===== config.mk =====
export PLATFORM = sky130hd
export DESIGN_NAME = ifetch_responder_flat
export DESIGN_NICKNAME = d
export VERILOG_FILES = /design/src/rtl/ifetch_responder_if.sv /design/src/rtl/ifetch_responder.sv /design/src/flat_wrapper.sv
export SDC_FILE = /design/constraint.sdc
export NUM_CORES = 1
export LEC_CHECK = 0
export CORE_ASPECT_RATIO = 2
export CORE_UTILIZATION = 52
export DETAILED_ROUTE_END_ITERATION = 8
export MAX_ROUTING_LAYER = met4
export PLACE_DENSITY = 0.88
export SLEW_MARGIN = 20
export SYNTH_ARGS = -nofsm -noshare
export SYNTH_HDL_FRONTEND = slang
export SYNTH_SLANG_ARGS = --single-unit

===== constraint.sdc =====
create_clock -name clk -period 8.8 [get_ports clk]
set_input_delay 2.64 -clock clk [delete_from_list [all_inputs] [get_ports clk]]
set_output_delay 2.64 -clock clk [all_outputs]
set_load 0.03 [all_outputs]

===== src/rtl/ifetch_responder_if.sv =====
// Fetch-side and physical-memory-side signals of the instruction responder.
// The slave view belongs to the responder; the master view belongs to
// whatever drives fetch requests and models physical memory.
interface ifetch_responder_if;
  logic         mem_request;
  logic [15:0]  mem_address;
  logic [15:0]  instr;
  logic         mem_resp;
  logic         invalidate;
  logic [15:0]  pmem_address;
  logic         pmem_read;
  logic [127:0] pmem_rdata;
  logic         pmem_resp;

  modport slave (
    input  mem_request, mem_address, invalidate, pmem_rdata, pmem_resp,
    output instr, mem_resp, pmem_address, pmem_read
  );

  modport master (
    output mem_request, mem_address, invalidate, pmem_rdata, pmem_resp,
    input  instr, mem_resp, pmem_address, pmem_read
  );
endinterface


===== src/rtl/ifetch_responder.sv =====
// Single-line instruction buffer answering IF/ID fetch requests.
// Hits answer one cycle after the request is sampled; misses read the whole
// 16-byte line from physical memory, install it, then answer from the
// returned data. Every output comes straight from a register.
module ifetch_responder #(
  parameter int TAG_BITS = 12
) (
  input  logic              clk,
  input  logic              reset,
  ifetch_responder_if.slave bus
);

  typedef enum logic [1:0] {IDLE, FILL, HOLD} state_t;

  state_t               state_q, state_d;
  logic                 valid_q, valid_d;
  logic [TAG_BITS-1:0]  tag_q, tag_d;
  logic [7:0][15:0]     line_q, line_d;
  logic [15:0]          instr_q, instr_d;
  logic                 mem_resp_q, mem_resp_d;
  logic                 pmem_read_q, pmem_read_d;
  logic [15:0]          pmem_addr_q, pmem_addr_d;
  logic [2:0]           word_sel_q, word_sel_d;
  logic                 inval_seen_q, inval_seen_d;

  logic [7:0][15:0]     rdata_words;
  logic                 hit;
  logic                 unused_addr_bit0;

  assign rdata_words      = bus.pmem_rdata;
  // Instructions are halfword aligned; the byte bit carries no information.
  assign unused_addr_bit0 = bus.mem_address[0];

  // An invalidate in the same cycle wins over a matching tag.
  assign hit = valid_q && (tag_q == bus.mem_address[15:16-TAG_BITS]) && !bus.invalidate;

  assign bus.instr        = instr_q;
  assign bus.mem_resp     = mem_resp_q;
  assign bus.pmem_read    = pmem_read_q;
  assign bus.pmem_address = pmem_addr_q;

  // State and datapath registers; reset also aborts any fill in progress.
  always_ff @(posedge clk or posedge reset) begin
    if (reset) begin
      state_q      <= IDLE;
      valid_q      <= 1'b0;
      tag_q        <= '0;
      line_q       <= '0;
      instr_q      <= '0;
      mem_resp_q   <= 1'b0;
      pmem_read_q  <= 1'b0;
      pmem_addr_q  <= '0;
      word_sel_q   <= '0;
      inval_seen_q <= 1'b0;
    end else begin
      state_q      <= state_d;
      valid_q      <= valid_d;
      tag_q        <= tag_d;
      line_q       <= line_d;
      instr_q      <= instr_d;
      mem_resp_q   <= mem_resp_d;
      pmem_read_q  <= pmem_read_d;
      pmem_addr_q  <= pmem_addr_d;
      word_sel_q   <= word_sel_d;
      inval_seen_q <= inval_seen_d;
    end
  end

  // Next-state logic: serve hits, run line fills, and wait out the held request.
  always_comb begin
    state_d      = state_q;
    valid_d      = valid_q;
    tag_d        = tag_q;
    line_d       = line_q;
    instr_d      = instr_q;
    mem_resp_d   = 1'b0;
    pmem_read_d  = pmem_read_q;
    pmem_addr_d  = pmem_addr_q;
    word_sel_d   = word_sel_q;
    inval_seen_d = inval_seen_q;

    case (state_q)
      IDLE: begin
        if (bus.invalidate) valid_d = 1'b0;
        if (bus.mem_request) begin
          if (hit) begin
            instr_d    = line_q[bus.mem_address[3:1]];
            mem_resp_d = 1'b1;
            state_d    = HOLD;
          end else begin
            // Capture the address now; later address changes do not matter.
            pmem_addr_d  = {bus.mem_address[15:4], 4'b0000};
            word_sel_d   = bus.mem_address[3:1];
            pmem_read_d  = 1'b1;
            inval_seen_d = 1'b0;
            state_d      = FILL;
          end
        end
      end

      FILL: begin
        if (bus.invalidate) inval_seen_d = 1'b1;
        if (bus.pmem_resp) begin
          line_d      = rdata_words;
          tag_d       = pmem_addr_q[15:16-TAG_BITS];
          // A line invalidated while in flight is delivered but not kept valid.
          valid_d     = !(inval_seen_q || bus.invalidate);
          pmem_read_d = 1'b0;
          if (bus.mem_request) begin
            instr_d    = rdata_words[word_sel_q];
            mem_resp_d = 1'b1;
            state_d    = HOLD;
          end else begin
            state_d = IDLE;
          end
        end
      end

      HOLD: begin
        if (bus.invalidate) valid_d = 1'b0;
        // The requester must drop the request once before the next fetch.
        if (!bus.mem_request) state_d = IDLE;
      end

      default: state_d = IDLE;
    endcase
  end

endmodule


===== src/flat_wrapper.sv =====
// flat-port wrapper written by rule: the top's interface ports become plain ports
module ifetch_responder_flat 
#(
  parameter int TAG_BITS = 12
)
  (clk, reset, bus_mem_request, bus_mem_address, bus_invalidate, bus_pmem_rdata, bus_pmem_resp, bus_instr, bus_mem_resp, bus_pmem_address, bus_pmem_read);
  ifetch_responder_if bus_i ();
  input  logic clk;
  input  logic reset;
  input wire logic [$bits(bus_i.mem_request)-1:0] bus_mem_request;
  input wire logic [$bits(bus_i.mem_address)-1:0] bus_mem_address;
  input wire logic [$bits(bus_i.invalidate)-1:0] bus_invalidate;
  input wire logic [$bits(bus_i.pmem_rdata)-1:0] bus_pmem_rdata;
  input wire logic [$bits(bus_i.pmem_resp)-1:0] bus_pmem_resp;
  output wire logic [$bits(bus_i.instr)-1:0] bus_instr;
  output wire logic [$bits(bus_i.mem_resp)-1:0] bus_mem_resp;
  output wire logic [$bits(bus_i.pmem_address)-1:0] bus_pmem_address;
  output wire logic [$bits(bus_i.pmem_read)-1:0] bus_pmem_read;
  assign bus_i.mem_request = bus_mem_request;
  assign bus_i.mem_address = bus_mem_address;
  assign bus_i.invalidate = bus_invalidate;
  assign bus_i.pmem_rdata = bus_pmem_rdata;
  assign bus_i.pmem_resp = bus_pmem_resp;
  assign bus_instr = bus_i.instr;
  assign bus_mem_resp = bus_i.mem_resp;
  assign bus_pmem_address = bus_i.pmem_address;
  assign bus_pmem_read = bus_i.pmem_read;
  ifetch_responder #(.TAG_BITS(TAG_BITS)) u_core (.clk(clk), .reset(reset), .bus(bus_i));
endmodule

### Word-level counts from Yosys, hierarchy flattened

Cells that the tools add are included.

* register bits after elaboration: 177
* input port bits: 149
* output and inout bits: 34
* logic and storage cells: 78

* $lt $le $gt $ge: 2
* equality and inequality tests: 11
* mux-type cells: 31
* bitwise gates (word level): 1
* reductions and logical operators: 16

Operator list (count)
* 16-bit binary-select mux with 3-bit select: 2
* 16-bit 2-to-1 mux: 6
* 16-bit case mux with 2 select lines: 1
* 12-bit == test: 1
* 1-bit 2-to-1 mux: 12
* 2-bit != test (second input constant): 6
* 2-bit 2-to-1 mux: 5
* 3-bit AND reduction: 3
* 3-bit by 4-bit less-than comparator with 1-bit output (second input constant): 2
* 1-bit case mux with 2 select lines: 4
* 4-bit AND reduction: 2
* 2-bit case mux with 3 select lines: 1
* 5-bit AND reduction: 1
* 2-bit by 1-bit != test with 1-bit output (second input constant): 2
* 2-bit nonzero test: 2
* 2-bit by 1-bit == test with 1-bit output (second input constant): 1
* 2-bit == test (second input constant): 1
* 1-bit logical AND: 2
* 1-bit zero test: 2
* 2-bit zero test: 1
* 2-bit AND reduction: 1
* 2-bit OR reduction: 1
* 1-bit logical OR: 1
* 1-bit inverter: 1

### Logic depth before layout (Yosys ltp)

* word-level depth: 6
* mapped depth: 7
* depth with buffers taken out: 5

### Worst setup path before layout

No wires, ideal clock.

* path kind: in2reg
* start: in bus_mem_address[3]
* end: reg u_core.instr_q[3] (netlist: u_core.bus.instr[3])
* setup time: 0.125 ns
* data arrival time: 4.007 ns
* required time: 8.675 ns
* path slack: 4.668 ns
* stages on the path: 7
* path buffers: 3
* cell sequence: buf_2 buf_2 buf_2 mux4_2 o22ai_1 nor2_1 mux2_2

* longest elaborated chain between the ends: 5

Ends and longest elaborated chain
* start: declaration: RTL line flat_wrapper.sv:11 `input wire logic [$bits(bus_i.mem_address)-1:0] bus_mem_address;`
* 16-bit binary-select mux with 3-bit select: RTL line ifetch_responder.sv:87 `instr_d = line_q[bus.mem_address[3:1]];`
* 16-bit 2-to-1 mux (not written as such): RTL line ifetch_responder.sv:87
* 16-bit 2-to-1 mux: RTL line ifetch_responder.sv:86 `if (hit) begin`
* 16-bit 2-to-1 mux: RTL line ifetch_responder.sv:85 `if (bus.mem_request) begin`
* 16-bit case mux with 2 select lines: RTL line ifetch_responder.sv:82 `case (state_q)`
* end signal: assignment: RTL line ifetch_responder.sv:60 `instr_q <= instr_d;`
* end: declaration: RTL line ifetch_responder.sv:19 `logic [15:0] instr_q, instr_d;`

No other way between the ends. The select of a mux whose other input is x is not followed.
A chain may end at the register's enable or synchronous reset.

### Worst setup path after layout

* start: in bus_pmem_resp
* end: reg u_core.instr_q[11] (netlist: u_core.bus.instr[11])

* longest elaborated chain between the ends: 2

Ends and longest elaborated chain
* start: declaration: RTL line flat_wrapper.sv:14 `input wire logic [$bits(bus_i.pmem_resp)-1:0] bus_pmem_resp;`
* 2-bit != test (no line)
* 5-bit AND reduction (no line)

No other way between the ends.

==> results by group <==
Cells and area
  • Layout area overhead: 27.4%
  • Diodes inserted: 0
  • Share of cells above drive strength 1: 0.146
  • Final Non-Filler Cells: 1214
  • Filler cells: 1201
  • Final net count: 1146

Synth
  • Seq/Total Area, Yosys: 0.505
  • Synth cell types: 33
  • Syn Area/Cell: 10.3 µm²
  • Post-synthesis cell count: 850
  • #FFs+latches synth: 177
  • YS warnings: 0
  • Syn Std Cell Area: 8770 µm²

Global routing
  • GRT busiest layer: met2
  • Grt total ovfl: 0
  • GR Util met2: 0.501
  • Via count of the first global-routing pass: 7538
  • Grt met1 use: 0.331
  • Met3 Track Usage GR: 0.0560
  • Initial antenna violation count: 0
  • First-pass GRT wire length: 37.7 mm
  • Largest net degree at the start of global routing: 110
  • GRT Total Usage: 0.305

Power and ir drop
  • Switch Pwr: 1.33 mW
  • Total power divided by cell area: 326 nW/µm²
  • Comb power frac: 0.383
  • Clock power share: 0.210
  • Pleak: 5.20 nW
  • Int Power: 2.31 mW
  • Overall Power: 3.64 mW
  • Sw frac: 0.365
  • Flop pwr share: 0.407
  • VDD IR max: 0.183 mV

STA
  • Slew Limit Headroom: 0.318
  • Worst clock skew: 11.7 ps
  • Slew Limit Fails: 0
  • Worst-Margin Slew: 1020 ps
  • Setup violation total in the final timing report: 0
  • Final Hold Fails: 0
  • Min Tclk post-route: 4560 ps
  • RSZ-0062 raised after global routing: no
  • Fin Setup TNS: 0 ps
  • Post-route clock period utilization: 0.518
  • Highest clock rate: 219 MHz

Critical path
  • Critical Path AT: 4880 ps
  • Worst r2r src: u_core.state_q[0]$_DFFE_PP0P_
  • Maximum net fanout on the critical path: 71
  • RR Endpoint: u_core.bus.instr[11]$_DFFE_PP0P_
  • Flop-to-flop setup slack: 6180 ps
  • Data required, critical path: 9110 ps
  • Nature of the critical path endpoint: register
  • WS Path Type: in2reg
  • Worst Reg-to-Reg Cells: 5
  • Crit start category: primary input

Floorplanning
  • Die Y-Extent: 186 µm
  • I/O pin cnt: 183
  • Initial Util: 0.536
  • Site Rows: 66
  • Die area: 17400 µm²
  • Die Wd: 93.8 µm
  • Core ar.: 16400 µm²

Hold path
  • Min-Delay Endpoint: u_core.line_q[75]$_DFFE_PP0P_
  • Hold-critical path depth: 2
  • HP Start: u_core.line_q[75]$_DFFE_PP0P_
  • Hold Path Class: reg2reg

Clocking
  • Setup Buffers After CTS: 0
  • Clock slew at reported path FFs: 60 ps
  • Clock latency at the later pin of the worst-skew pair: 440 ps
  • CTS tree: built
  • Clock sinks: 177
  • Root cell of the clock tree: clkbuf_16
  • Hold_buf cts: 0
  • Post-cts resize count: 0
  • TritonCTS buffer count: 17
  • H-Tree Level Count: 4
  • Clock buffer depth: 2

Run status
  • Status: completed

Routing
  • Vias post-DR: 7001
  • Drt first-iter violations: 503
  • Drt pass-1 iters: 5
  • Drt total wl: 24.2 mm
  • WL/cell: 19.9 µm
  • DRC errors left: 0
  • Antenna Nets Post-Route: 0
  • DR vias/cell: 5.77

Flow run
  • Max-Cap Viols: 0

Placed design
  • Post-DP HPWL: 16.4 mm
  • Port Buf Inserts: 177
  • Total placed cells including tap cells: 1181
  • GPL Wtd Cong: 0.855
## metrics by stage
stage          setup WS [ps]   util  instance area [µm²]  hold WS (ps)
4_1_cts                 4200  0.682                11100           473
5_1_grt                 4060  0.684                11200           494
2_1_floorplan           1360      -                 8780           440
3_3_place_gp            3780  0.646                10600           453
6_report                4240  0.684                11200           472
3_5_place_dp            3740  0.646                10600           457
## worst max-delay path, stage by stage
cell	delay (ps)
clkdlybuf4s50_1	540
and2_4	650
nand2_1	140
nand2_2	470
mux2_2	410
## Yosys cell counts
cell type / instances / area (µm²)
a21o_1: 1 / 7.51
a21oi_1: 1 / 5.00
and2_1: 1 / 6.26
and2_2: 1 / 7.51
buf_12: 1 / 20.0
buf_2: 18 / 90.1
buf_4: 7 / 52.6
buf_6: 2 / 22.5
clkbuf_1: 30 / 113
conb_1: 1 / 3.75
dfrtp_1: 177 / 4430
inv_1: 2 / 7.51
mux2_2: 23 / 259
mux2_4: 7 / 105
mux2i_1: 1 / 10.0
mux4_2: 64 / 1440
nand2_1: 429 / 1610
nand2_2: 1 / 6.26
nand2b_1: 6 / 37.5
nand3_2: 1 / 10.0
nand4_1: 1 / 6.26
nor2_1: 18 / 67.6
nor2b_1: 1 / 6.26
nor2b_2: 1 / 8.76
nor3_1: 1 / 5.00
nor3b_2: 1 / 12.5
nor4_4: 3 / 63.8
o21ai_0: 1 / 5.00
o21ai_4: 1 / 16.3
o21bai_1: 1 / 7.51
o22ai_1: 34 / 213
o311a_1: 1 / 10.0
xor2_1: 12 / 105
## area by class of cell
class	count	area [µm²]	area share
Sequential cell	177	4430	0.397
Multi-Input combinational cell	616	4060	0.363
Timing Repair Buffer	183	1830	0.163
Clock buffer	19	443	0.0396
Tap cell	204	255	0.0228
Clock inverter	13	149	0.0133
Inverter	2	12.5	0.00112
## placed cells by master (no fill, tap or decap), types with 2 or more instances in the layout
cell / count
nand2_1: 428
clkdlybuf4s50_1: 175
dfrtp_1: 175
mux4_2: 64
o22ai_1: 34
mux2_2: 23
nor2_1: 18
clkbuf_16: 17
xor2_1: 12
mux2_4: 7
nand2b_1: 6
inv_6: 6
buf_4: 5
conb_1: 4
nor4_4: 3
clkinvlp_4: 3
clkinv_4: 2
bufinv_16: 2
buf_2: 2
dfrtp_2: 2
## cell families after synthesis
family                 Yosys count  share of synthesized area
AO/OA/AOI/OAI                   40                     0.0301
XOR/XNOR                        12                     0.0120
buffers and inverters           60                     0.0348
flip-flops                     177                      0.505
multiplexers                    95                      0.207
other                            1                   0.000428
AND/OR/NAND/NOR                465                      0.211
## power groups by stage
stage	logic, mW	registers [mW]	clock network (mW)
after detailed placement	1.39	1.48	0
final	1.39	1.48	0.765
after floorplan	0.890	1.51	0
after global routing	1.52	1.52	0.808
after CTS	1.40	1.47	0.773
after global placement	1.34	1.45	0
## sequential cells by signal (all words and copies together), names as in the netlist
register / cells
u_core.line_q: 128
u_core.bus.instr: 16
u_core.bus.pmem_address: 12
u_core.tag_q: 12
u_core.word_sel_q: 3
u_core.state_q: 2
u_core.bus.mem_resp: 1
u_core.bus.pmem_read: 1
u_core.inval_seen_q: 1
u_core.valid_q: 1
## worst max-delay path by stage
stage                                                   to  depth (start not counted)  slack [ps]                from
global placement    u_core.bus.pmem_address[7]$_DFFE_PP0P_                          6        3780  bus_mem_address[6]
finish                    u_core.bus.instr[11]$_DFFE_PP0P_                          5        4240       bus_pmem_resp
detailed placement  u_core.bus.pmem_address[7]$_DFFE_PP0P_                          6        3740  bus_mem_address[6]
global route              u_core.bus.instr[11]$_DFFE_PP0P_                          5        4060       bus_pmem_resp
floorplan                  u_core.bus.instr[0]$_DFFE_PP0P_                          1        1360               reset
CTS                 u_core.bus.pmem_address[7]$_DFFE_PP0P_                          6        4200  bus_mem_address[6]
## layer usage
layer | up-vias | share of wire | routed length, µm
li1 | 3132 | - | -
met1 | 3431 | 0.35 | 8420
met2 | 330 | 0.53 | 12900
met3 | 108 | 0.056 | 1360
met4 | 0 | 0.064 | 1540
met5 | - | 0 | 0
Note: power is estimated with default switching activity, not from simulation.
